<file path="src/rtl/chase_counter_pkg.sv">
// Shared definitions for the HEX chase-animation frame counter: run/stop state
// encoding, prescaler divide-ratio derivation and a counter-width helper.
package chase_counter_pkg;

  // Run/stop state of the frame counter.
  typedef enum logic {
    StStop = 1'b0,
    StRun  = 1'b1
  } run_state_e;

  // Bits needed for a counter that walks 0..n-1; never narrower than one bit.
  function automatic int unsigned cnt_width(input int unsigned n);
    return (n <= 2) ? 1 : $clog2(n);
  endfunction

  // Clock cycles per animation tick. Callers must keep the result >= 2.
  function automatic int unsigned div_of(input int unsigned clk_hz, input int unsigned tick_hz);
    return clk_hz / tick_hz;
  endfunction

endpackage

</file>
<file path="src/rtl/chase_counter_key.sv">
// Pushbutton conditioner: 2-flop synchronizer, stability counter, debounced
// level and a one-cycle press pulse on the debounced high->low (press) edge.
module key_conditioner
  import chase_counter_pkg::*;
#(
  parameter int unsigned DEBOUNCE_CYC = 500_000
) (
  input  logic clk_i,
  input  logic reset_i,
  input  logic key_ni,
  output logic press_o
);

  localparam int unsigned CntW = cnt_width(DEBOUNCE_CYC);
  localparam logic [CntW-1:0] CntMax = CntW'(DEBOUNCE_CYC - 1);

  logic [1:0]      sync_q;
  logic [CntW-1:0] cnt_q, cnt_d;
  logic            level_q, level_d;
  logic            press_q, press_d;

  // Bring the raw asynchronous key into the clock domain; idle level is high.
  always_ff @(posedge clk_i) begin
    if (reset_i) begin
      sync_q <= 2'b11;
    end else begin
      sync_q <= {sync_q[0], key_ni};
    end
  end

  // Accept a new level only after DEBOUNCE_CYC consecutive samples that
  // disagree with the current one; any agreeing sample restarts the count.
  always_comb begin
    cnt_d   = '0;
    level_d = level_q;
    if (sync_q[1] != level_q) begin
      if (cnt_q == CntMax) begin
        level_d = sync_q[1];
      end else begin
        cnt_d = cnt_q + CntW'(1);
      end
    end
    press_d = level_q & ~level_d;
  end

  // Debounce state and the registered press pulse.
  always_ff @(posedge clk_i) begin
    if (reset_i) begin
      cnt_q   <= '0;
      level_q <= 1'b1;
      press_q <= 1'b0;
    end else begin
      cnt_q   <= cnt_d;
      level_q <= level_d;
      press_q <= press_d;
    end
  end

  assign press_o = press_q;

endmodule

</file>
<file path="src/rtl/chase_counter.sv">
// Frame counter for the HEX chase animation. A prescaler divides CLOCK_50 down
// to the animation rate; pushbuttons toggle run/stop or single-step a frame
// while stopped, and a switch selects the count direction. All outputs come
// straight from flops so the decoder can clock on a count bit.
module chase_counter
  import chase_counter_pkg::*;
#(
  parameter int unsigned CLK_HZ       = 50_000_000,
  parameter int unsigned TICK_HZ      = 100,
  parameter int unsigned WIDTH        = 10,
  parameter int unsigned STEP_SIZE    = 8,
  parameter int unsigned DEBOUNCE_CYC = 500_000,
  parameter int unsigned AUTO_RUN     = 1
) (
  input  logic             CLOCK_50,
  input  logic             reset,
  input  logic             run_key,
  input  logic             step_key,
  input  logic             dir,
  output logic [WIDTH-1:0] count_out,
  output logic             tick,
  output logic             running
);

  localparam int unsigned           Div        = div_of(CLK_HZ, TICK_HZ);
  localparam int unsigned           PrescW     = cnt_width(Div);
  localparam logic [PrescW-1:0]     PrescMax   = PrescW'(Div - 1);
  localparam logic [WIDTH-1:0]      StepVal    = WIDTH'(STEP_SIZE);
  localparam logic [WIDTH-1:0]      OneVal     = WIDTH'(1);
  localparam run_state_e            ResetState = (AUTO_RUN != 0) ? StRun : StStop;

  logic             run_press;
  logic             step_press;
  logic [1:0]       dir_sync_q;
  logic             count_down;

  run_state_e       state_q, state_d;
  logic [PrescW-1:0] presc_q, presc_d;
  logic [WIDTH-1:0] count_q, count_d;
  logic             tick_q, tick_d;
  logic             running_q, running_d;

  key_conditioner #(
    .DEBOUNCE_CYC (DEBOUNCE_CYC)
  ) u_run_key (
    .clk_i   (CLOCK_50),
    .reset_i (reset),
    .key_ni  (run_key),
    .press_o (run_press)
  );

  key_conditioner #(
    .DEBOUNCE_CYC (DEBOUNCE_CYC)
  ) u_step_key (
    .clk_i   (CLOCK_50),
    .reset_i (reset),
    .key_ni  (step_key),
    .press_o (step_press)
  );

  // Direction switch is only synchronized; a slide switch does not bounce
  // enough to matter and a change simply applies to the next advance.
  always_ff @(posedge CLOCK_50) begin
    if (reset) begin
      dir_sync_q <= 2'b00;
    end else begin
      dir_sync_q <= {dir_sync_q[0], dir};
    end
  end

  assign count_down = dir_sync_q[1];

  // Next state: a run press always wins and swallows any same-cycle step or
  // prescaler wrap, so the count never moves on the toggle edge.
  always_comb begin
    state_d = state_q;
    presc_d = presc_q;
    count_d = count_q;
    tick_d  = 1'b0;
    case (state_q)
      StRun: begin
        if (run_press) begin
          state_d = StStop;
        end else if (presc_q == PrescMax) begin
          presc_d = '0;
          count_d = count_down ? (count_q - OneVal) : (count_q + OneVal);
          tick_d  = 1'b1;
        end else begin
          presc_d = presc_q + PrescW'(1);
        end
      end
      StStop: begin
        if (run_press) begin
          state_d = StRun;
          presc_d = '0;
        end else if (step_press) begin
          count_d = count_down ? (count_q - StepVal) : (count_q + StepVal);
          tick_d  = 1'b1;
        end
      end
      default: begin
        state_d = ResetState;
        presc_d = '0;
      end
    endcase
    running_d = (state_d == StRun);
  end

  // State, prescaler, count and registered status outputs.
  always_ff @(posedge CLOCK_50) begin
    if (reset) begin
      state_q   <= ResetState;
      presc_q   <= '0;
      count_q   <= '0;
      tick_q    <= 1'b0;
      running_q <= (ResetState == StRun);
    end else begin
      state_q   <= state_d;
      presc_q   <= presc_d;
      count_q   <= count_d;
      tick_q    <= tick_d;
      running_q <= running_d;
    end
  end

  assign count_out = count_q;
  assign tick      = tick_q;
  assign running   = running_q;

endmodule

</file>
<file path="config.mk">
export PLATFORM = sky130hd
export DESIGN_NAME = chase_counter
export DESIGN_NICKNAME = d
export VERILOG_FILES = /design/src/rtl/chase_counter_pkg.sv /design/src/rtl/chase_counter_key.sv /design/src/rtl/chase_counter.sv
export SDC_FILE = /design/constraint.sdc
export NUM_CORES = 1
export LEC_CHECK = 0
export CELL_PAD_IN_SITES_DETAIL_PLACEMENT = 0
export CELL_PAD_IN_SITES_GLOBAL_PLACEMENT = 2
export CORE_ASPECT_RATIO = 0.5
export CORE_UTILIZATION = 34
export DETAILED_ROUTE_END_ITERATION = 6
export PLACE_DENSITY_LB_ADDON = 0.15
export SKIP_LAST_GASP = 1
export SLEW_MARGIN = 20
export SYNTH_ARGS = -nofsm -noshare
export SYNTH_HDL_FRONTEND = slang
export SYNTH_SLANG_ARGS = --single-unit
</file>
<file path="constraint.sdc">
create_clock -name CLOCK_50 -period 1.9 [get_ports CLOCK_50]
set_clock_uncertainty 0.1 [all_clocks]
set_input_delay 0.285 -clock CLOCK_50 [delete_from_list [all_inputs] [get_ports CLOCK_50]]
set_output_delay 0.285 -clock CLOCK_50 [all_outputs]
set_load 0.01 [all_outputs]
</file>
==> metrics.yaml <==
holdWs_ns: 0.3092
initial_core_util_pct: 35.89
synth_flop_cell: "dfxtp_1"
holdPathStages: 1
hpwl_mm: 5.881
synth_enable_flop_cells: 0
wl_mm: 8.353
cts-root-buf: "clkbuf_16"
die-width_um: 150.7
max_cap_violations: 0
power.leakage_nw: 1.868
combPwrFrac_pct: 3.4
outcome: "finished with violations"
worstPathMaxFanout: 4
end_kind: "flip-flop"
path_cells: "or4_4, nor2_4, a31oi_4, nor3_4, buf_6, mux2i_1, a21oi_1"
hold_start: "u_run_key.sync_q[0]$_SDFF_PP1_"
r2r_cells: 7
htree_levels: 3
antenna_found_initial: 0
gp_congestion: 0.8495
met2_wirelength_mm: 3.733
finalMaxSlewViolations: 0
tns_ns: -0.06782
regArea_sq_um: 1593
postPlaceCellArea_sq_um: 4439
syn_nets: 439
fin_cells: 639
final_common_cell: "dfxtp_1"
layout_common_cells: "dfxtp_1 (72), nor2_1 (70), buf_4 (54)"
nets: 514
worst_pin_slew_ns: 0.4010
cpMaxStageDelayCell: "or4_4"
ys_top_cells_by_area: "dfxtp_1 (42%), xor2_1 (8.9%), nor2_1 (7.5%), ha_1 (4.3%), xnor2_1 (4.0%)"
min_period_ns: 1.931
tritoncts: "built"
wl_met1_mm: 4.159
drive_gt1_share_pct: 25.25
fin_area_sq_um: 5126
r2r_start: "presc_q[5]$_SDFFE_PP0P_"
drc_errors: 0
synth_area_per_cell_sq_um: 8.973
portBuffers: 16
coreArea_sq_um: 10480
netlist.area_leader.share_pct: 42.06
synth_cells: 419
cp_num_buf_inv: 1
routed.top_layer: "met4"
maxSlewHeadroom_pct: 72.89
ios: 17
vias_per_cell: 4.912
num_vias: 3139
num_rows: 26
synth-seq-area-share_pct: 42.06
antenna_cells: 0
max_freq_mhz: 517.8
setup_viol: 3
criticalPathCategory: "flip-flop to flip-flop"
drt-pass1-iter-count: 4
grt_max_degree: 18
slowest_delay_ns: 0.55
gr-total-overflow: 0
ys_warn_count: 0
worstPathRequired_ns: 2.02
cts_buffers: 9
rsz0062_at_grt: "yes"
fill_cells: 954
grt_pass1_wl_mm: 14.23
peakVddDrop_mv: 0.4485
clk_pin_slew_ns: 0.06
finish.utilization_pct: 48.94
grt.total_usage_pct: 15.72
ys_seq_elements: 79
dieHeight_um: 76.36
met3_length_um: 349
ys_types: 50
p_seq_share_pct: 45.5
yosysTopAreaCell: "dfxtp_1"
cp_top_family: "simple AND/OR/NAND/NOR gates"
setup_slack_ns: -0.03140
hold_violations: 0
timing.final.crit_share_pct: 101.7
power.density_nw_per_um2: 719.9
sw_frac_of_total_pct: 19.84
wl_per_cell_um: 13.07
place_ws_ns: -0.09143
clockBufferDepth: 2
startpoint: "presc_q[5]$_SDFFE_PP0P_"
hold_class: "flip-flop to flip-flop"
syn_to_final_growth_pct: 36.34
cts.sinks: 79
ant_nets: 0
dieArea_sq_um: 11510
worstPathArrival_ns: 2.05
clk_latency_ns: 0.34
power_switching_uw: 732.0
dp.cells: 611
grt_pass1_vias: 2987
cp_num_cells: 7
p_clk_share_pct: 51.0
ys_async_sr_fraction_pct: 0
drt_iter0_drc: 119
synth_area_sq_um: 3760
p_int_mw: 2.958
violations: "negative setup slack"
multi_input_area_sq_um: 2341
cp-start-kind: "flip-flop"
p_total_mw: 3.690
## flip-flops by register name (all words and copies together), names as in the netlist
| name | cells |
|---|---|
| running | 1 |
| u_run_key.sync_q | 2 |
| u_run_key.cnt_q | 19 |
| tick | 1 |
| u_step_key.level_q | 1 |
| u_step_key.press_o | 1 |
| u_step_key.sync_q | 2 |
| count_out | 10 |
| presc_q | 19 |
| u_run_key.press_o | 1 |
| u_step_key.cnt_q | 19 |
| u_run_key.level_q | 1 |
| dir_sync_q | 2 |
## Yosys cell counts, types with 3 or more instances
cell and count:
and4_1 4, nand3_1 24, nand2_1 25, and3_1 11
nand2b_1 7, nor4_1 3, nor2_1 75, clkbuf_1 7
a21oi_1 14, buf_2 4, dfxtp_1 79, nor4b_1 4
xor2_1 38, ha_1 13, mux2i_1 4, nor2b_1 9
inv_1 11, or2_2 6, xnor2_1 17, nand4_1 13
o21ai_0 7, or3_1 4, a21o_1 5
## cell type report
| cell class | instances | share of cell area [%] |
|---|---|---|
| multi-input cells | 317 | 45.67 |
| flip-flops and latches | 79 | 31.07 |
| repair buffers | 76 | 12.69 |
| clock buffers | 13 | 5.077 |
| well taps | 140 | 3.417 |
| clock inverters | 3 | 1.269 |
| inverters | 11 | 0.8055 |
## layer usage
| layer | GRT usage, % | vias up |
|---|---|---|
| met5 | 0 | - |
| met4 | 6.000 | 0 |
| met3 | 4.671 | 11 |
| met2 | 23.87 | 52 |
| met1 | 20.87 | 1493 |
| li1 | - | 1583 |
## power by group through the flow
| stage | logic, mW | registers, mW | clock network (mW) |
|---|---|---|---|
| 2_1_floorplan | 0.0572 | 1.71 | 0 |
| 3_3_place_gp | 0.107 | 1.71 | 0 |
| 3_5_place_dp | 0.109 | 1.71 | 0 |
| 4_1_cts | 0.116 | 1.68 | 1.94 |
| 5_1_grt | 0.142 | 1.68 | 2.03 |
| 6_report | 0.127 | 1.68 | 1.88 |
## worst paths after layout
| kind | end | slack [ns] |
|---|---|---|
| min reg2reg | u_run_key.sync_q[1]$_SDFF_PP1_ | 0.31 |
| max | count_out[3]$_SDFFE_PP0P_ | -0.03 |
| max reg2reg | count_out[3]$_SDFFE_PP0P_ | -0.03 |
| min | u_run_key.sync_q[1]$_SDFF_PP1_ | 0.31 |
## repair_timing
item | CTS | global route
pin swaps | 15 | 15
setup endpoints to repair | 8 | 44
gates resized for setup | 20 | 28
gates cloned | 0 | 0
setup buffers | 6 | 7
hold buffers | 0 | 0
## cell families after synthesis
group / count (synthesis) / synth area share, %
AOI/OAI and AO/OA: 42 / 7.887
adders and majority gates: 15 / 5.391
buffers and inverters: 23 / 2.629
and+or+nand+nor: 201 / 28.15
DFF: 79 / 42.06
muxes: 4 / 1.065
xor gates and xnor gates: 55 / 12.81
Note: power is estimated with default switching activity, not from simulation.
==> RTL edit, RTL diff (config.mk and constraints unchanged) <==
Register the inputs `run_key`, `step_key` and `dir` before use, without a reset. The logic sees them one clock later.
--- a/src/rtl/chase_counter.sv
+++ b/src/rtl/chase_counter.sv
@@ -30,4 +30,14 @@
   localparam run_state_e            ResetState = (AUTO_RUN != 0) ? StRun : StStop;
 
+  logic run_key_q;
+  logic step_key_q;
+  logic dir_q;
+
+  always_ff @(posedge CLOCK_50) begin
+    run_key_q  <= run_key;
+    step_key_q <= step_key;
+    dir_q      <= dir;
+  end
+
   logic             run_press;
   logic             step_press;
@@ -46,5 +56,5 @@
     .clk_i   (CLOCK_50),
     .reset_i (reset),
-    .key_ni  (run_key),
+    .key_ni  (run_key_q),
     .press_o (run_press)
   );
@@ -55,5 +65,5 @@
     .clk_i   (CLOCK_50),
     .reset_i (reset),
-    .key_ni  (step_key),
+    .key_ni  (step_key_q),
     .press_o (step_press)
   );
@@ -65,5 +75,5 @@
       dir_sync_q <= 2'b00;
     end else begin
-      dir_sync_q <= {dir_sync_q[0], dir};
+      dir_sync_q <= {dir_sync_q[0], dir_q};
     end
   end
Formal check against the unedited RTL: no difference found for any inputs over 10 cycles, from zero or initial values and one cycle with reset high; that may be too few to reach the edited logic, so the function may still have changed.
==> RTL edit against the original RTL <==
  * The run still ends with setup timing left
  * Non-clock buffer count is 29 higher
  * Setup slack got worse by 0.27 ns
  * Synthesized area increased by 2.6%
  * Sequential power up 4%
  * Global-route usage fell by 0.21 points
  * Utilization rose by 1.0 points
  * Sequential cell count grew 3
  * Maximum frequency down 12%
  * Power fell by 0.97%
  * Routed wire length is 4.7% higher
  * Largest power group unchanged
  * Cell area increased by 7.3%
  * Clock power decreased by 5%
==> RTL edit: results (changes against the original RTL) <==
stage	metric	value	unit	change
finish	num_antenna_cells	0		unchanged
global_routing	use_met1	0.1997		-0.008995
routing	routed_wl	8748	um	+4.7%
synth	synthTopCellsByArea	dfxtp_1 (43%), nor2_1 (8.7%), xnor2_1 (6.1%), xor2_1 (5.2%), ha_1 (4.2%)		
routing	first_iter_violations	113		-5.0%
synth	synth_edf_count	0		unchanged
synth	seq_area_frac_synth	0.4257		+0.005065
clocking	cts_buffers	9		unchanged
synth	synth_common_cells	nor2_1 (89), dfxtp_1 (82), nand2_1 (32)		
global_routing	use_met3	0.04014		-0.006571
critical_path	slowest_stage	dfxtp_4		
placed_design	placed_area	0.004915	mm2	+11%
critical_path	cp-startpoint	dir_sync_q[1]		
global_routing	grt_util_met2	0.2550		+0.01634
worst_hold_path	hp-start	step_key		
sta	setup_violations	4		+1
run_status	violations	setup timing		
finish	reg.largest.list	presc_q x19, u_run_key.cnt_q x19, u_step_key.cnt_q x19		
routing	vias	3337		+6.3%
critical_path	worstPathMaxFanout	8		+4
placed_design	pre_cts_slack	-0.2727	ns	-0.1812 ns
critical_path	slowest_delay	0.41	ns	-0.14 ns
global_routing	grt_usage	0.1551		-0.002070
finish	drive_gt1_frac	0.3094		+0.05685
sta	setup_slack	-0.3054	ns	-0.2740 ns
sta	whs	0.2978	ns	-0.01142 ns
finish	stdcell_count	701		+9.7%
clocking	clockRootBuffer	clkbuf_16		
critical_path	arrival	2.32	ns	+0.27 ns
synth	yosysWarnings	0		unchanged
placed_design	dp_hpwl	6336	um	+7.7%
worst_hold_path	holdCritPathClass	in -> reg		
clocking	htree_levels	3		unchanged
critical_path	cp_top_family	compound AO/OA/AOI/OAI gates		
critical_path	r2r_start	dir_sync_q[1]		
worst_hold_path	whs_endpoint	step_key_q		
global_routing	grt_start_max_net_pins	27		+9
synth	yosysUniqueCellTypes	53		+6.0%
placed_design	gp_congestion	0.8582		+1.0%
sta	tightest_slew	0.3044	ns	-0.09657 ns
global_routing	antenna_found_initial	0		unchanged
placed_design	dp.cells	678		+11%
worst_hold_path	holdPathStages	1		unchanged
sta	tns	-0.7323	ns	-0.6645 ns
global_routing	grt_pass1_wl	14910	um	+4.8%
finish	nets	571		+11%
synth	syn_nets	467		+6.4%
power_and_ir_drop	power.leakage	2.010	nW	+7.6%
power_and_ir_drop	power.switching	0.0007939	W	+8.5%
run_status	status	complete, but fails checks		
synth	syn_inst	447		+6.7%
routing	firstDrtPassIters	6		+2
placed_design	port_buffers	16		unchanged
power_and_ir_drop	vdd_ir_drop_max	345.5	uV	-23%
synth	synthArstFlopShare	0		unchanged
critical_path	critPathCapture	count_out[9]		
==> RTL edit: cell families after synthesis <==
kind of cell    synth area share
xor+xnor                  0.1136
compound gates           0.08890
mux                      0.01363
simple gates              0.2777
flops                     0.4257
buf+inv                  0.02790
fa+ha+maj                0.05256
==> RTL edit: repair_timing <==
action / in CTS / in global routing
endpoints found under the setup margin: 14 / 48
setup buffers: 5 / 3
pin swaps: 8 / 20
gates resized for setup: 19 / 35
==> RTL edit: layout make-up <==
cell class	instances	area, um2
Inverter	14	55.05
Fill cell	1026	5513
Timing Repair Buffer	105	877.1
Clock buffer	11	242.7
Clock inverter	5	60.06
Sequential cell	82	1668
Tap cell	145	181.4
Multi-Input combinational cell	339	2416
==> RTL edit: worst register-to-register path: cells and delay by family (launching register included) <==
family	cells	cell delay, ns
AO/OA/AOI/OAI	4	0.62
adder cells (fa/ha/maj)	1	0.30
flip-flops	1	0.41
multiplexers	1	0.33
AND/OR/NAND/NOR	1	0.33
==> RTL edit: power by group through the flow <==
| stage | sequential (W) | clock (W) | combinational (W) |
|---|---|---|---|
| 2_1_floorplan | 0.00178 | 0 | 0.0000623 |
| 3_3_place_gp | 0.00178 | 0 | 0.000114 |
| 3_5_place_dp | 0.00178 | 0 | 0.000119 |
| 4_1_cts | 0.00174 | 0.00183 | 0.000122 |
| 5_1_grt | 0.00175 | 0.00192 | 0.000140 |
| 6_report | 0.00175 | 0.00178 | 0.000128 |
==> RTL edit: metal layers <==
| metal | wire, um | up-vias |
|---|---|---|
| li1 | - | 1731 |
| met1 | 4526 | 1563 |
| met2 | 3890 | 34 |
| met3 | 254 | 9 |
| met4 | 77 | 0 |
| met5 | 0 | - |
